## config.mk

```make
export PLATFORM = sky130hd
export DESIGN_NAME = word_gen_reader_flat
export DESIGN_NICKNAME = d
export VERILOG_FILES = /design/src/rtl/word_gen_reader_pkg.sv /design/src/rtl/word_gen_reader_if.sv /design/src/rtl/word_gen_reader_packer.sv /design/src/rtl/word_gen_reader.sv /design/src/flat_wrapper.sv
export SDC_FILE = /design/constraint.sdc
export NUM_CORES = 1
export LEC_CHECK = 0
export BUFFER_PORTS_ARGS = -buffer_cell sky130_fd_sc_hd__buf_2
export CAP_MARGIN = 20
export CORE_MARGIN = 4
export CORE_UTILIZATION = 25
export DETAILED_ROUTE_END_ITERATION = 10
export SYNTH_ARGS = -nofsm -noshare
export SYNTH_HDL_FRONTEND = slang
export SYNTH_SLANG_ARGS = --single-unit
export TNS_END_PERCENT = 5
```

## constraint.sdc

```tcl
create_clock -name CLK -period 2.3 [get_ports CLK]
set_input_delay 0.46 -clock CLK [delete_from_list [all_inputs] [get_ports CLK]]
set_output_delay 0.46 -clock CLK [all_outputs]
set_load 0.005 [all_outputs]
```

## src/rtl/word_gen_reader_pkg.sv

```systemverilog
// -----------------------------------------------------------------------------
// word_gen_reader_pkg
// Shared definitions for the word generator storage reader.
//
// Contents:
//   `MSB(x)    index of the most significant set bit of x; sizes the storage
//              read address.
//   state_e    reader FSM states and their encodings.
//   HDR_WORDS  number of header words sent ahead of the key words.
//   HDR_*      header word 0 field layout ({pkt_id, word_id}).
//   hdr0_word  builds header word 0 from its two id fields.
// -----------------------------------------------------------------------------
`ifndef MSB
`define MSB(x) ($clog2((x) + 1) - 1)
`endif

package word_gen_reader_pkg;

  localparam logic [2:0] ST_IDLE_ENC    = 3'd0;
  localparam logic [2:0] ST_HDR0_ENC    = 3'd1;
  localparam logic [2:0] ST_HDR1_ENC    = 3'd2;
  localparam logic [2:0] ST_FETCH_ENC   = 3'd3;
  localparam logic [2:0] ST_WRITE_ENC   = 3'd4;
  localparam logic [2:0] ST_RELEASE_ENC = 3'd5;

  typedef enum logic [2:0] {
    ST_IDLE    = ST_IDLE_ENC,
    ST_HDR0    = ST_HDR0_ENC,
    ST_HDR1    = ST_HDR1_ENC,
    ST_FETCH   = ST_FETCH_ENC,
    ST_WRITE   = ST_WRITE_ENC,
    ST_RELEASE = ST_RELEASE_ENC
  } state_e;

  localparam int HDR_WORDS    = 2;
  localparam int HDR_FIELD_W  = 16;
  localparam int HDR_PKT_LSB  = 16;
  localparam int HDR_WORD_LSB = 0;

  // Header word 0: packet id in the upper half, source word id in the lower.
  function automatic logic [31:0] hdr0_word(input logic [15:0] pkt_id,
                                            input logic [15:0] word_id);
    logic [31:0] w;
    w = 32'h0000_0000;
    w[HDR_PKT_LSB +: HDR_FIELD_W]  = pkt_id;
    w[HDR_WORD_LSB +: HDR_FIELD_W] = word_id;
    return w;
  endfunction

endpackage

```

## src/rtl/word_gen_reader_if.sv

```systemverilog
// -----------------------------------------------------------------------------
// word_gen_reader_if
// Output stream from the reader to the hash-core input FIFO.
//
// Signals:
//   dout         32-bit word
//   out_wr_en    dout is written this cycle
//   out_full     FIFO cannot accept a word
//   out_last     dout is the last word of the candidate
//   out_gen_end  candidate is the gen_end dummy
// Modports: master = reader side, slave = FIFO side.
// -----------------------------------------------------------------------------
interface word_gen_reader_if;
  logic [31:0] dout;
  logic        out_wr_en;
  logic        out_full;
  logic        out_last;
  logic        out_gen_end;

  modport master (
    output dout, out_wr_en, out_last, out_gen_end,
    input  out_full
  );

  modport slave (
    input  dout, out_wr_en, out_last, out_gen_end,
    output out_full
  );
endinterface

```

## src/rtl/word_gen_reader_packer.sv

```systemverilog
// -----------------------------------------------------------------------------
// word_gen_reader_packer
// Little-endian 4-byte pack register: byte din goes to lane `lane` when en.
// clr empties the register (and the zero-latch) at the start of a candidate.
//
// Optional feature (macro WORD_GEN_READER_NULL_TERM_EN): once a 0x00 byte has
// been packed, every later byte of the candidate is packed as 0x00. Without
// the macro bytes pass through verbatim.
//
// Ports:
//   CLK, RST_N   clock, asynchronous active-low reset
//   clr          synchronous clear for a new candidate
//   en           write din into lane
//   lane         byte lane 0..3
//   din          storage byte
//   pack         packed 32-bit word
// -----------------------------------------------------------------------------
module word_gen_reader_packer
  import word_gen_reader_pkg::*;
(
  input  logic        CLK,
  input  logic        RST_N,
  input  logic        clr,
  input  logic        en,
  input  logic [1:0]  lane,
  input  logic [7:0]  din,
  output logic [31:0] pack
);

  logic [31:0] pack_r;
  logic [7:0]  byte_s;

`ifdef WORD_GEN_READER_NULL_TERM_EN
  logic        zero_r;

  // Byte actually stored: forced to zero after the terminator was seen.
  always_comb begin
    byte_s = din;
    if (zero_r) begin
      byte_s = 8'h00;
    end else begin
      byte_s = din;
    end
  end

  // Zero-latch: remembers that a 0x00 byte has already been packed.
  always_ff @(posedge CLK or negedge RST_N) begin
    if (!RST_N) begin
      zero_r <= 1'b0;
    end else if (clr) begin
      zero_r <= 1'b0;
    end else if (en && (din == 8'h00)) begin
      zero_r <= 1'b1;
    end
  end
`else
  // Bytes pass through unchanged.
  always_comb begin
    byte_s = din;
  end
`endif

  // Pack register: one byte lane written per enabled cycle.
  always_ff @(posedge CLK or negedge RST_N) begin
    if (!RST_N) begin
      pack_r <= 32'h0000_0000;
    end else if (clr) begin
      pack_r <= 32'h0000_0000;
    end else if (en) begin
      pack_r[{lane, 3'b000} +: 8] <= byte_s;
    end
  end

  assign pack = pack_r;

endmodule

```

## src/rtl/word_gen_reader.sv

```systemverilog
// -----------------------------------------------------------------------------
// word_gen_reader
// Reads a WORD_MAX_LEN-byte candidate from the word generator's storage,
// packs it into little-endian 32-bit words and streams
//   {pkt_id, word_id}, gen_id, key word 0 .. key word NW-1
// to the hash-core FIFO, then pulses set_empty to release the storage slot.
// A gen_end candidate sends only the two header words and reads no key bytes.
//
// Optional feature: WORD_GEN_READER_NULL_TERM_EN (see word_gen_reader_packer).
//
// Ports:
//   CLK, RST_N       clock, asynchronous active-low reset
//   din              storage byte, combinational from rd_addr
//   rd_addr          storage read address
//   set_empty        one-cycle pulse: candidate consumed
//   empty            storage holds no candidate (sampled only in IDLE)
//   pkt_id_in, word_id_in, gen_id_in, gen_end_in   candidate attributes
//   out_if           output stream (master modport)
// -----------------------------------------------------------------------------
module word_gen_reader
  import word_gen_reader_pkg::*;
#(
  parameter  int WORD_MAX_LEN = 72,
  localparam int AW           = `MSB(WORD_MAX_LEN - 1) + 1
) (
  input  logic                   CLK,
  input  logic                   RST_N,
  input  logic [7:0]             din,
  output logic [AW-1:0]          rd_addr,
  output logic                   set_empty,
  input  logic                   empty,
  input  logic [15:0]            pkt_id_in,
  input  logic [15:0]            word_id_in,
  input  logic [31:0]            gen_id_in,
  input  logic                   gen_end_in,
  word_gen_reader_if.master      out_if
);

  localparam int NW         = WORD_MAX_LEN / 4;
  localparam int CAND_WORDS = HDR_WORDS + NW;
  localparam int CNT_W      = $clog2(CAND_WORDS + 1);

  state_e            state_r, state_s;
  logic [AW-1:0]     rd_addr_r;
  logic [CNT_W-1:0]  word_cnt_r;
  logic [15:0]       pkt_id_r, word_id_r;
  logic [31:0]       gen_id_r;
  logic              gen_end_r;

  logic [31:0]       pack_s;
  logic [31:0]       dout_s;
  logic              wr_s, last_s, gen_end_s, set_empty_s, fetch_s, clr_s;
  logic              last_word_s;

  // Words already emitted count the header too, so the last key word is the
  // one emitted when CAND_WORDS-1 words have gone out.
  assign last_word_s = (word_cnt_r == CNT_W'(CAND_WORDS - 1));

  // Next-state and stream outputs; all outputs drop to 0 outside emitting states.
  always_comb begin
    state_s     = state_r;
    dout_s      = 32'h0000_0000;
    wr_s        = 1'b0;
    last_s      = 1'b0;
    gen_end_s   = 1'b0;
    set_empty_s = 1'b0;
    fetch_s     = 1'b0;
    clr_s       = 1'b0;
    case (state_r)
      ST_IDLE: begin
        clr_s = 1'b1;
        if (!empty) begin
          state_s = ST_HDR0;
        end else begin
          state_s = ST_IDLE;
        end
      end
      ST_HDR0: begin
        dout_s    = hdr0_word(pkt_id_r, word_id_r);
        gen_end_s = gen_end_r;
        wr_s      = !out_if.out_full;
        if (!out_if.out_full) begin
          state_s = ST_HDR1;
        end else begin
          state_s = ST_HDR0;
        end
      end
      ST_HDR1: begin
        dout_s    = gen_id_r;
        last_s    = gen_end_r;
        gen_end_s = gen_end_r;
        wr_s      = !out_if.out_full;
        if (out_if.out_full) begin
          state_s = ST_HDR1;
        end else if (gen_end_r) begin
          state_s = ST_RELEASE;
        end else begin
          state_s = ST_FETCH;
        end
      end
      ST_FETCH: begin
        fetch_s = 1'b1;
        // Each word starts at lane 0, so lane 3 is the fourth byte.
        if (rd_addr_r[1:0] == 2'b11) begin
          state_s = ST_WRITE;
        end else begin
          state_s = ST_FETCH;
        end
      end
      ST_WRITE: begin
        dout_s    = pack_s;
        last_s    = last_word_s;
        gen_end_s = gen_end_r;
        wr_s      = !out_if.out_full;
        if (out_if.out_full) begin
          state_s = ST_WRITE;
        end else if (last_word_s) begin
          state_s = ST_RELEASE;
        end else begin
          state_s = ST_FETCH;
        end
      end
      ST_RELEASE: begin
        set_empty_s = 1'b1;
        state_s     = ST_IDLE;
      end
      default: begin
        state_s = ST_IDLE;
      end
    endcase
  end

  // FSM state register.
  always_ff @(posedge CLK or negedge RST_N) begin
    if (!RST_N) begin
      state_r <= ST_IDLE;
    end else begin
      state_r <= state_s;
    end
  end

  // Candidate attributes, captured when a candidate is accepted in IDLE.
  always_ff @(posedge CLK or negedge RST_N) begin
    if (!RST_N) begin
      pkt_id_r  <= 16'h0000;
      word_id_r <= 16'h0000;
      gen_id_r  <= 32'h0000_0000;
      gen_end_r <= 1'b0;
    end else if ((state_r == ST_IDLE) && !empty) begin
      pkt_id_r  <= pkt_id_in;
      word_id_r <= word_id_in;
      gen_id_r  <= gen_id_in;
      gen_end_r <= gen_end_in;
    end
  end

  // Storage read address: restarts per candidate, advances per fetched byte.
  always_ff @(posedge CLK or negedge RST_N) begin
    if (!RST_N) begin
      rd_addr_r <= '0;
    end else if ((state_r == ST_IDLE) && !empty) begin
      rd_addr_r <= '0;
    end else if (fetch_s) begin
      if (rd_addr_r == AW'(WORD_MAX_LEN - 1)) begin
        rd_addr_r <= '0;
      end else begin
        rd_addr_r <= rd_addr_r + AW'(1);
      end
    end
  end

  // Emitted-word counter for the current candidate.
  always_ff @(posedge CLK or negedge RST_N) begin
    if (!RST_N) begin
      word_cnt_r <= '0;
    end else if (clr_s) begin
      word_cnt_r <= '0;
    end else if (wr_s) begin
      word_cnt_r <= word_cnt_r + CNT_W'(1);
    end
  end

  word_gen_reader_packer u_packer (
    .CLK   (CLK),
    .RST_N (RST_N),
    .clr   (clr_s),
    .en    (fetch_s),
    .lane  (rd_addr_r[1:0]),
    .din   (din),
    .pack  (pack_s)
  );

  assign rd_addr            = rd_addr_r;
  assign set_empty          = set_empty_s;
  assign out_if.dout        = dout_s;
  assign out_if.out_wr_en   = wr_s;
  assign out_if.out_last    = last_s;
  assign out_if.out_gen_end = gen_end_s;

endmodule

```

## src/flat_wrapper.sv

```systemverilog
// flat-port wrapper written by rule: the top's interface ports become plain ports
module word_gen_reader_flat import word_gen_reader_pkg::*;
#(
  parameter  int WORD_MAX_LEN = 72,
  localparam int AW           = `MSB(WORD_MAX_LEN - 1) + 1
)
  (CLK, RST_N, din, rd_addr, set_empty, empty, pkt_id_in, word_id_in, gen_id_in, gen_end_in, out_if_dout, out_if_out_wr_en, out_if_out_last, out_if_out_gen_end, out_if_out_full);
  word_gen_reader_if out_if_i ();
  input  logic CLK;
  input  logic RST_N;
  input  logic [7:0] din;
  output logic [AW-1:0] rd_addr;
  output logic set_empty;
  input  logic empty;
  input  logic [15:0] pkt_id_in;
  input  logic [15:0] word_id_in;
  input  logic [31:0] gen_id_in;
  input  logic gen_end_in;
  output wire logic [$bits(out_if_i.dout)-1:0] out_if_dout;
  output wire logic [$bits(out_if_i.out_wr_en)-1:0] out_if_out_wr_en;
  output wire logic [$bits(out_if_i.out_last)-1:0] out_if_out_last;
  output wire logic [$bits(out_if_i.out_gen_end)-1:0] out_if_out_gen_end;
  input wire logic [$bits(out_if_i.out_full)-1:0] out_if_out_full;
  assign out_if_dout = out_if_i.dout;
  assign out_if_out_wr_en = out_if_i.out_wr_en;
  assign out_if_out_last = out_if_i.out_last;
  assign out_if_out_gen_end = out_if_i.out_gen_end;
  assign out_if_i.out_full = out_if_out_full;
  word_gen_reader #(.WORD_MAX_LEN(WORD_MAX_LEN)) u_core (.CLK(CLK), .RST_N(RST_N), .din(din), .rd_addr(rd_addr), .set_empty(set_empty), .empty(empty), .pkt_id_in(pkt_id_in), .word_id_in(word_id_in), .gen_id_in(gen_id_in), .gen_end_in(gen_end_in), .out_if(out_if_i));
endmodule
```

# After elaboration in Yosys (flattened, before gate mapping)
# Cells that the tools add are included.
[totals]
reg_bits = 112
latchBits = 0
mem_bits_rw = 0
rom_bits = 0
input_bits = 77
out_inout_bits = 43
elab_cells = 52
memories = 0
[op_classes]
add_sub_neg = 3
n_mul = 0
div_mod_pow = 0
order_cmp = 0
eq_ne = 8
n_shift = 2
muxes = 23
bitwise_logic = 0
reduce_logical = 8
[ops]
columns = ["op", "n"]
rows = [
  ["one-hot mux 32 bit (3 select lines)", 1],
  ["2-to-1 mux 32 bit", 2],
  ["bitwise mux 32 bit", 1],
  ["variable shift 8 x 7 -> 32 bit (first input constant)", 1],
  ["indexed part select 8 x 7 -> 32 bit", 1],
  ["2-to-1 mux 7 bit", 3],
  ["2-to-1 mux 3 bit", 5],
  ["one-hot mux 3 bit (5 select lines)", 1],
  ["2-to-1 mux 5 bit", 2],
  ["adder 7 x 1 -> 7 bit (second input constant)", 1],
  ["== test 7 bit (second input constant)", 1],
  ["negator 5 -> 7 bit", 1],
  ["== test 3 x 2 -> 1 bit (second input constant)", 2],
  ["== test 3 bit (second input constant)", 2],
  ["2-to-1 mux 1 bit", 6],
  ["nonzero test 2 bit", 3],
  ["adder 5 x 1 -> 5 bit (second input constant)", 1],
  ["== test 5 bit (second input constant)", 1],
  ["== test 3 x 1 -> 1 bit (second input constant)", 1],
  ["zero test 3 bit", 1],
  ["OR reduction 3 bit", 1],
  ["== test 2 bit (second input constant)", 1],
  ["zero test 1 bit", 2],
  ["2-to-1 mux 2 bit", 1],
  ["2 further kinds", 2],
]

# Logic depth before layout (Yosys ltp)
# Gate-level depths: netlist (run 1).
[depth]
word_depth = 5
mapped_depth = 7
mapped_depth_nobuf = 6

# Cells and area by module
# A second synthesis (run 1) with hierarchy kept.
[unflattened]
cells_unflattened = 470
hier_area_um2 = 5437.7
[by_module_without_submodules]
columns = ["mod", "instances", "cells_each", "area_each_um2", "seq_area_each_um2"]
rows = [
  ["word_gen_reader", 1, 354, 3962.6, 2001.9],
  ["word_gen_reader_packer", 1, 116, 1475.2, 800.8],
]

# Worst setup path before layout (run 1)
# Ideal clock, no wire load.
[synth_timing]
kind = "flip-flop to output port"
start = "reg u_core.state_r[0]"
end = "out out_if_dout[11]"
t_arrival_ns = 1.377
required_time_ns = 1.840
slack_ns = 0.463
stages_incl_launch_ff = 7
path_buffers = 3
path_cell_list = "dfrtp_1 -> buf_2 -> buf_2 -> nor3b_2 -> clkbuf_1 -> nand2_1 -> o21ai_1"
[synth_between]
elab_chain_cells = 2
word_cells_on_any_way = 4
cone_classes = "eq/ne: 3; mux: 1"
[synth_lines]
columns = ["item", "line_no", "text"]
rows = [
  ["start: declaration", "word_gen_reader.sv:43", "state_e state_r, state_s;"],
  ["start signal: assignment", "word_gen_reader.sv:138", "state_r <= state_s;"],
  ["== test 3 bit, or another cell as far along", "word_gen_reader.sv:69", "case (state_r)"],
  ["one-hot mux 32 bit (3 select lines) *", "word_gen_reader.sv:69", ""],
  ["end: declaration", "flat_wrapper.sv:19", "output wire logic [$bits(out_if_i.dout)-1:0] out_if_dout;"],
]
# Mark *: on every way between the ends. The rest lies on a longest branch, timed or not.

# Worst setup path in the final report (run 1)
[layout_timing]
start = "reg u_core.word_cnt_r[0]"
end = "out out_if_out_last"
[layout_between]
elab_chain_cells = 2
[layout_lines]
columns = ["item", "line_no", "text"]
rows = [
  ["start: declaration", "word_gen_reader.sv:45", "logic [CNT_W-1:0] word_cnt_r;"],
  ["start signal: assignment", "word_gen_reader.sv:179", "word_cnt_r <= word_cnt_r + CNT_W'(1);"],
  ["== test 5 bit", "word_gen_reader.sv:57", "assign last_word_s = (word_cnt_r == CNT_W'(CAND_WORDS - 1));"],
  ["one-hot mux 1 bit (2 select lines)", "word_gen_reader.sv:69", ""],
  ["end: declaration", "flat_wrapper.sv:21", "output wire logic [$bits(out_if_i.out_last)-1:0] out_if_out_last;"],
]
# No other way between the ends.

==> impl_metrics.toml, run 1 <==
[clock_tree]
cts_hold_buf = 0
cts.clk_slew.worst_paths_ps = 80
cts.sinks = 112
numCtsBuffers = 9
clockBufferDepth = 2
h-tree-depth = 3
worstSkewPairLatency_ps = 360
cts_root_buf = "clkbuf_16"
cts_tree = "done"

[job]
drv_cap = 0

[setup_path]
path_cells = "ha_4, nor4bb_4, buf_4, nand2_1, a21oi_2, buf_2"
crit_slowest_cell = "dfrtp_1"
startpoint_type = "flop"
worstSetupPathType = "flop to primary output"
worst-r2r-cell-count = 6
crit_path_max_fanout = 3
cp.required_ps = 1840
critical_path.max_stage_delay_ps = 420
endpoint_kind = "primary output"
path_delay_family = "flip-flops"
cp.depth = 6
crit_buf_inv = 2
crit_arrival_ps = 1730

[final_layout]
final_area_um2 = 6670
drive_gt1_share_pct = 30.8
synthToLayoutAreaGrowth_pct = 26.3
stdcell_count = 861
antenna_cells = 0
final_nets = 669
final_util_pct = 32.5

[die]
io_pins = 120
initial_utilization_pct = 25.8
die_w_um = 153
die_area_um2 = 23500
num_rows = 52
die_h_um = 153
coreArea_um2 = 20500

[sta]
slew_violations = 0
maxSlewHeadroom_pct = 55.7
timing_hold_violations_final = 0
setup_viol = 0
worstMarginPinSlew_ps = 660
fin_crit_sh_pct = 95.4
final.setup_skew_ps = 14.9
fin_crit_ps = 2190
fmax_mhz = 456
setup_tns_ps = 0

[synthesis]
synth_fp_nets = 541
seq_area_frac_synth_pct = 53.1
syn_area_per_cell_um2 = 11.5
yosys_warnings = 0
synth_edf_count = 0
netlist_area_um2 = 5280
post_synth_num_cell_types = 48
ys_ff_latch = 112
netlist_instances = 458
synthFlopType = "dfrtp_1"
async_reset_ff_share_pct = 100

[power_and_ir_drop]
irDropWorstVdd_mv = 0.616
leakage_nw = 3.02
powerDensity_nw_per_um2 = 1250
p_total_mw = 8.31

[detailed_routing]
drtPass1Iterations = 4
vias = 3983
post-route-drc-count = 0
drtIter0Drc = 158
ant_nets = 0
routed_wl_um = 14900
drt-wirelength-per-cell_um = 17.3
drt-vias-per-instance = 4.63

[global_route]
grt_pass1_vias = 4130
antenna_found_initial = 0
overflow = 0
track_usage_pct = 12.8
grt_max_degree = 47
grt_first_pass_wirelength_um = 23700

[status]
outcome = "finished, final reports clean"

[place]
placed_area_um2 = 6280
gp_congestion = 0.769
post-place-cells = 839
io_buffers = 119
dp_hpwl_um = 10700

[worst_hold_path]
min_path_type = "primary input to async pin"
## report_power, final
group / switching [mW] / internal [mW] / leakage [nW]
Combinational: 1.95 / 1.64 / 1.47
Clock: 0.818 / 0.772 / 0.146
Sequential: 0.421 / 2.71 / 1.41
## stage by stage
stage,hold slack (ps),setup WS (ps)
6_report,58.3,107
5_1_grt,82.9,-0.791
4_1_cts,64.1,3.11
3_5_place_dp,465,283
3_3_place_gp,460,232
2_1_floorplan,164,463
## synth_stat cells, types with 7 or more instances
cell type	instances	share of area, %
a22o_1	24	4.0
a22oi_1	32	4.5
dfrtp_1	112	53
nor2_1	8	0.57
nand2_1	62	4.4
a21oi_1	9	0.85
mux2_1	63	13
clkbuf_1	11	0.78
buf_2	7	0.66
nand3_1	10	0.95
o21ai_0	40	3.8
## area by class of cell
type	count	area, um^2
timing repair buffer	147	870
multi-input combinational	310	2330
inverter	6	22.5
tap	270	338
sequential	112	2810
fill	2116	13800
clock inverter	7	71.3
clock buffer	9	225
## state kept, by name (all words and copies together) (netlist names)
name / count
u_core.word_id_r: 16
u_core.word_cnt_r: 5
u_core.pkt_id_r: 16
u_core.u_packer.pack: 32
u_core.gen_id_r: 32
u_core.rd_addr: 7
u_core.gen_end_r: 1
u_core.state_r: 3
## worst paths after layout
kind,from,endpoint,slack [ps]
hold reg to reg,u_core.pkt_id_r[11]$_DFFE_PN0P_,u_core.pkt_id_r[11]$_DFFE_PN0P_,490
max in group asynchronous,RST_N,u_core.word_id_r[4]$_DFFE_PN0P_,1560
hold / removal,RST_N,u_core.gen_id_r[25]$_DFFE_PN0P_,60
setup / recovery,u_core.word_cnt_r[0]$_DFFE_PN0P_,out_if_out_last,110
setup reg to reg,u_core.state_r[0]$_DFF_PN0_,u_core.pkt_id_r[15]$_DFFE_PN0P_,220
min in group CLK,pkt_id_in[11],u_core.pkt_id_r[11]$_DFFE_PN0P_,310
## layout by cell type (no fill, tap or decap), types with 4 or more instances in the layout
cell / n
o21ai_0: 36
clkbuf_16: 9
buf_12: 4
inv_6: 4
dfrtp_1: 109
o21ai_1: 9
nand2_1: 62
a21o_1: 4
nor2_1: 8
a211oi_1: 4
inv_1: 6
nand3_1: 10
a22o_1: 24
a21oi_1: 8
a22oi_1: 32
ha_1: 5
buf_4: 23
mux2_1: 63
buf_2: 118
## cells by family after synthesis
group / synth area share (%)
flops: 53.1
mux: 14.4
simple gates: 10.2
buf+inv: 3.72
fa+ha+maj: 1.42
compound gates: 16.6
xor+xnor: 0.498
## layer usage
layer	track usage, %	part of all wire, %	wire length [um]
met5	0	0	0
met4	2.99	1.1	157
met3	3.31	5.6	833
met2	20.9	49	7250
met1	17.0	45	6630
## what timing repair did
action | CTS | global route
buffers inserted | 4 | 2
hold endpoints to repair | 0 | 0
setup endpoints to repair | 33 | 32
gates resized for setup | 6 | 8
pin swaps | 0 | 1
Power figures use the tool's default switching activity.
==> run 2: changes to the inputs <==
==> constraint.sdc (replaced) <==
create_clock -name CLK -period 2.1 [get_ports CLK]
set_input_delay 0.42 -clock CLK [delete_from_list [all_inputs] [get_ports CLK]]
set_output_delay 0.42 -clock CLK [all_outputs]
set_load 0.005 [all_outputs]
==> run 2 against run 1 <==
Net effect:
- the flow now finishes with violations (setup timing)
- worst setup slack got worse by 190 ps
- clock power rose by 9%
- clock-buffer cell count rose by 3
- critical endpoint is now out_if_dout[12]
- wire length rose by 1.5%
- clock skew fell by 2.3 ps
- utilization rose by 0.84 points
- power rose by 14%
- first-iteration DRC count fell by 1.3%
- global-route usage barely moved
==> impl_metrics.toml, run 2 (same netlist as run 1, synthesis figures left out) <==
[status]
outcome = "complete, but fails checks"
violations = "setup timing"

[power_and_ir_drop]
p_switching_mw = 3.48
leakage_nw = 3.10
powerDensity_nw_per_um2 = 1390
power_frac_seq_pct = 36.3
internal_power_mw = 6.00
p_clk_share_pct = 18.2
irDropWorstVdd_mv = 0.607
swShare_pct = 36.7
combPwrFrac_pct = 45.5

[job]
drv_cap = 0

[final_layout]
final_nets = 678
fill_cells = 2081
final_util_pct = 33.4
final_area_um2 = 6840
final_common_cell = "buf_2"
drive_gt1_share_pct = 32.5
synthToLayoutAreaGrowth_pct = 29.5
final_cell_mix = "buf_2 (118), dfrtp_1 (109), mux2_1 (63)"

[clock_tree]
cts.sinks = 112
clockBufferDepth = 2
worstSkewPairLatency_ps = 350
cts_hold_buf = 0
cts_tree = "done"
cts.clk_slew.worst_paths_ps = 80
h-tree-depth = 3
cts_root_buf = "clkbuf_16"
numCtsBuffers = 9

[detailed_routing]
drtIter0Drc = 156
drt-wirelength-per-cell_um = 17.4
ant_nets = 0
drtPass1Iterations = 4
post-route-drc-count = 0
routed_wl_um = 15100
drt-vias-per-instance = 4.67
vias = 4054

[die]
coreArea_um2 = 20500
io_pins = 120
die_h_um = 153
num_rows = 52
die_area_um2 = 23500
die_w_um = 153
initial_utilization_pct = 25.8

[sta]
fin_crit_sh_pct = 104
maxSlewHeadroom_pct = 63.9
worst_slack_ps = -81.6
timing_hold_violations_final = 0
setup_viol = 30
fin_crit_ps = 2180
rsz0062_at_grt = "true"
worstMarginPinSlew_ps = 541
holdWs_ps = 45.1
slew_violations = 0
fmax_mhz = 458
final.setup_skew_ps = 12.6

[place]
placed_area_um2 = 6370
post-place-ws_ps = 158
dp_hpwl_um = 10700
gp_congestion = 0.827
io_buffers = 119

[setup_path]
cp.required_ps = 1680
worstSetupPathType = "flop to primary output"
path_cells = "buf_6, nor3b_4, buf_6, buf_8, nand2_1, o21ai_2, buf_2"
endpoint_kind = "primary output"
crit_buf_inv = 4
crit_slowest_cell = "dfrtp_2"
startpoint_type = "flop"
crit_arrival_ps = 1760
critical_path.max_stage_delay_ps = 450
crit_top_cell = "buf_6"
crit_path_max_fanout = 9
path_delay_family = "buffers and inverters"

[global_route]
grt_max_degree = 52
grt_pass1_vias = 4257
overflow = 0
antenna_found_initial = 2
track_usage_pct = 12.8
grt_first_pass_wirelength_um = 23900

[worst_hold_path]
min_path_type = "primary input to async pin"
==> run 2: cell types whose count changed in the layout (fill, tap and decap cells not counted), sizes merged <==
cell and delta:
inv -5, bufinv +1, clkinv -2, clkbuf +4
diode +2, buf +8
==> run 2: through the flow <==
step           cells  setup TNS, ps  total power, mW
3_3_place_gp     844              0             7.35
4_1_cts          866          -1140             9.50
5_1_grt          869          -4820             10.2
6_report         869           -478             9.48
3_5_place_dp     844              0             7.42
2_1_floorplan    458              0             5.74
==> run 2: repair_timing <==
action,in CTS,in global routing
gates cloned,1,1
hold endpoints to repair,0,0
pin swaps,8,1
gates resized for setup,31,7
setup endpoints to repair,33,35
buffers inserted,8,0
==> run 2: final cells by class <==
| type | count | area, um^2 | share of cell area, % |
|---|---|---|---|
| inverter | 6 | 22.5 | 0.329 |
| multi-input combinational | 310 | 2340 | 34.3 |
| antenna | 2 | 5.00 | 0.0732 |
| clock inverter | 1 | 30.0 | 0.439 |
| clock buffer | 12 | 256 | 3.75 |
| sequential | 112 | 2810 | 41.0 |
| timing repair buffer | 156 | 1040 | 15.1 |
| tap | 270 | 338 | 4.94 |
==> run 2: power groups by stage <==
stage                     logic (mW)  registers, mW  clock network, mW
after global placement          3.92           3.43                  0
after CTS                       4.28           3.43               1.79
final                           4.31           3.44               1.73
after floorplan                 2.43           3.31                  0
after global routing            4.77           3.55               1.89
after detailed placement        3.96           3.46                  0
==> run 2: final timing paths <==
kind	end	depth (start not counted)	start	slack, ps
worst max-delay path	out_if_dout[12]	7	u_core.state_r[2]$_DFF_PN0_	-80
worst min-delay path	u_core.u_packer.pack[19]$_DFFE_PN0P_	1	RST_N	50
worst max register to register	u_core.gen_id_r[31]$_DFFE_PN0P_	6	u_core.state_r[2]$_DFF_PN0_	140
worst min register to register	u_core.u_packer.pack[24]$_DFFE_PN0P_	2	u_core.u_packer.pack[24]$_DFFE_PN0P_	480
max in group asynchronous	u_core.gen_id_r[18]$_DFFE_PN0P_	2	RST_N	1400
min in group CLK	u_core.gen_end_r$_DFFE_PN0P_	2	gen_end_in	270
==> run 2: layer usage <==
metal / track usage, % / share of wire [%] / up-vias
li1: - / - / 1939
met5: 0 / 0 / -
met3: 3.17 / 4.7 / 14
met2: 20.6 / 48 / 109
met4: 4.08 / 1.6 / 0
met1: 17.0 / 45 / 1992
==> run 2: worst reg2reg max path: stages (launching register included) <==
cell	delay (ps)
dfrtp_2	450
buf_6	140
buf_4	150
or3_4	370
nor2_8	160
buf_12	210
mux2_1	370
==> run 3: changes to the inputs <==
--- a/config.mk
+++ b/config.mk
@@ -7,9 +7,11 @@
 export LEC_CHECK = 0
 export BUFFER_PORTS_ARGS = -buffer_cell sky130_fd_sc_hd__buf_2
 export CAP_MARGIN = 20
+export CORE_ASPECT_RATIO = 2
 export CORE_MARGIN = 4
 export CORE_UTILIZATION = 25
 export DETAILED_ROUTE_END_ITERATION = 10
+export SLEW_MARGIN = 20
 export SYNTH_ARGS = -nofsm -noshare
 export SYNTH_HDL_FRONTEND = slang
 export SYNTH_SLANG_ARGS = --single-unit
==> run 3 against run 2 <==
Net effect:
- the run still ends with setup timing left
- non-clock buffer count increased by 4
- clock-buffer cell count decreased by 1
- design area increased by 1.5%
- worst setup slack got worse by 21 ps
- global-route usage increased by 1.1 points
- utilization decreased by 0.20 points
- critical path depth increased by 1
- combinational power increased by 5.3%
- clock power about the same
- maximum frequency decreased by 0.97%
- wire length increased by 9.0%
- critical path type unchanged
- largest cell class unchanged
- highest routed layer unchanged
==> impl_metrics.toml, run 3 (same netlist as run 1, synthesis figures left out) <==
[global_route]
grt_max_degree = 43
grt_first_pass_wirelength_um = 25100
track_usage_pct = 13.9
grt_pass1_vias = 4484
antenna_found_initial = 0
overflow = 0

[final_layout]
final_common_cell = "buf_2"
final_nets = 682
final_cell_mix = "buf_2 (118), dfrtp_1 (109), mux2_1 (63)"
stdcell_count = 873
drive_gt1_share_pct = 35.6
synthToLayoutAreaGrowth_pct = 31.4
antenna_cells = 0

[sta]
fin_crit_sh_pct = 105
setup_tns_ps = -2250
timing_hold_violations_final = 0
rsz0062_at_grt = "true"
setup_viol = 32
slew_violations = 0
final.setup_skew_ps = 10.6
worstMarginPinSlew_ps = 593
fin_crit_ps = 2200
worst_slack_ps = -103
fmax_mhz = 454
maxSlewHeadroom_pct = 60.2

[die]
initial_utilization_pct = 25.2
die_w_um = 111
die_h_um = 214
num_rows = 75
die_area_um2 = 23700
io_pins = 120
coreArea_um2 = 20900

[worst_hold_path]
hold_depth = 2
min_to = "u_core.word_id_r[10]$_DFFE_PN0P_"
hold_start = "word_id_in[10]"
min_path_type = "primary input to flop"

[place]
post-place-cells = 844
io_buffers = 119
gp_congestion = 0.793
dp_hpwl_um = 12200

[setup_path]
crit_arrival_ps = 1780
reg2reg_slack_ps = 240
path_delay_family = "buffers and inverters"
worst-r2r-cell-count = 6
endpoint_kind = "primary output"
cp.required_ps = 1680
crit_top_cell = "buf_6"
crit_slowest_cell = "dfrtp_2"
worstReg2RegEnd = "u_core.u_packer.pack[21]$_DFFE_PN0P_"
path_cells = "buf_6, nor3b_4, buf_6, buf_12, buf_16, nand2_2, o21ai_1, buf_2"
worstSetupStartpoint = "u_core.state_r[2]$_DFF_PN0_"
critical_path.max_stage_delay_ps = 430
crit_buf_inv = 5
reg2reg_from = "u_core.state_r[2]$_DFF_PN0_"
crit_path_max_fanout = 5
startpoint_type = "flop"
worstSetupPathType = "flop to primary output"

[status]
violations = "setup timing"
outcome = "complete, but fails checks"

[clock_tree]
cts_tree = "done"
worstSkewPairLatency_ps = 360
h-tree-depth = 3
clockBufferDepth = 2
numCtsBuffers = 9
cts.clk_slew.worst_paths_ps = 80
cts_root_buf = "clkbuf_16"
cts.sinks = 112

[detailed_routing]
routed_wl_um = 16500
post-route-drc-count = 0
drt-wirelength-per-cell_um = 18.8
vias = 4168
ant_nets = 0
drt-vias-per-instance = 4.77
drtIter0Drc = 284
drtPass1Iterations = 4

[power_and_ir_drop]
powerDensity_nw_per_um2 = 1420
leakage_nw = 3.15
irDropWorstVdd_mv = 0.600
p_total_mw = 9.83

[job]
drv_cap = 0
-- run 3: cell count changes in the layout (fill, tap and decap cells not counted), sizes merged --
cell | previous run | this run
buf | 155 | 159
clkbuf | 13 | 11
clkinv | 0 | 3
clkinvlp | 0 | 1
diode | 2 | 0
dlygate4sd3 | 0 | 1
-- run 3: power by group --
part           leakage [nW]  switching (mW)  internal, mW
Combinational          1.59            2.37          2.18
Sequential             1.41           0.552          2.97
Clock                 0.145           0.806         0.958
-- run 3: cell type report --
| type | count | area (um^2) |
|---|---|---|
| inverter | 6 | 22.5 |
| sequential | 112 | 2810 |
| multi-input combinational | 310 | 2390 |
| tap | 269 | 337 |
| fill | 2090 | 14000 |
| clock buffer | 11 | 243 |
| timing repair buffer | 160 | 1090 |
| clock inverter | 5 | 56.3 |
-- run 3: what timing repair did --
action | 4_1_cts | 5_1_grt
hold endpoints to repair | 7 | 0
hold buffers | 1 | 0
pin swaps | 8 | 6
cloned | 3 | 0
endpoints found under the setup margin | 35 | 35
resized for setup | 50 | 14
setup buffers | 9 | 0
-- run 3: metal layers --
layer	GRT usage, %	share of wire, %	vias to the layer above
met5	0	0	-
met4	8.55	4.8	0
met3	2.43	3.7	37
met2	25.9	55	107
met1	14.4	36	2073
li1	-	-	1951
-- run 3: metrics by stage --
step                      utilization [%]  cell area [um^2]  hold WS (ps)  worst slack, ps
after floorplan                         -              5280           124              265
after global placement               30.3              6350           379             38.2
after detailed placement             30.3              6350           381             54.2
after CTS                            33.1              6920           256             -110
after global routing                 33.2              6940           254             -173
final                                33.2              6940           268             -103
-- run 3: worst max path at each step --
stage	depth (start not counted)	slack, ps	endpoint
global route	8	-170	out_if_dout[5]
finish	8	-100	out_if_dout[14]
CTS	8	-110	out_if_dout[5]
global placement	6	40	out_if_out_last
floorplan	5	270	u_core.u_packer.pack[29]$_DFFE_PN0P_
detailed placement	6	50	out_if_out_last
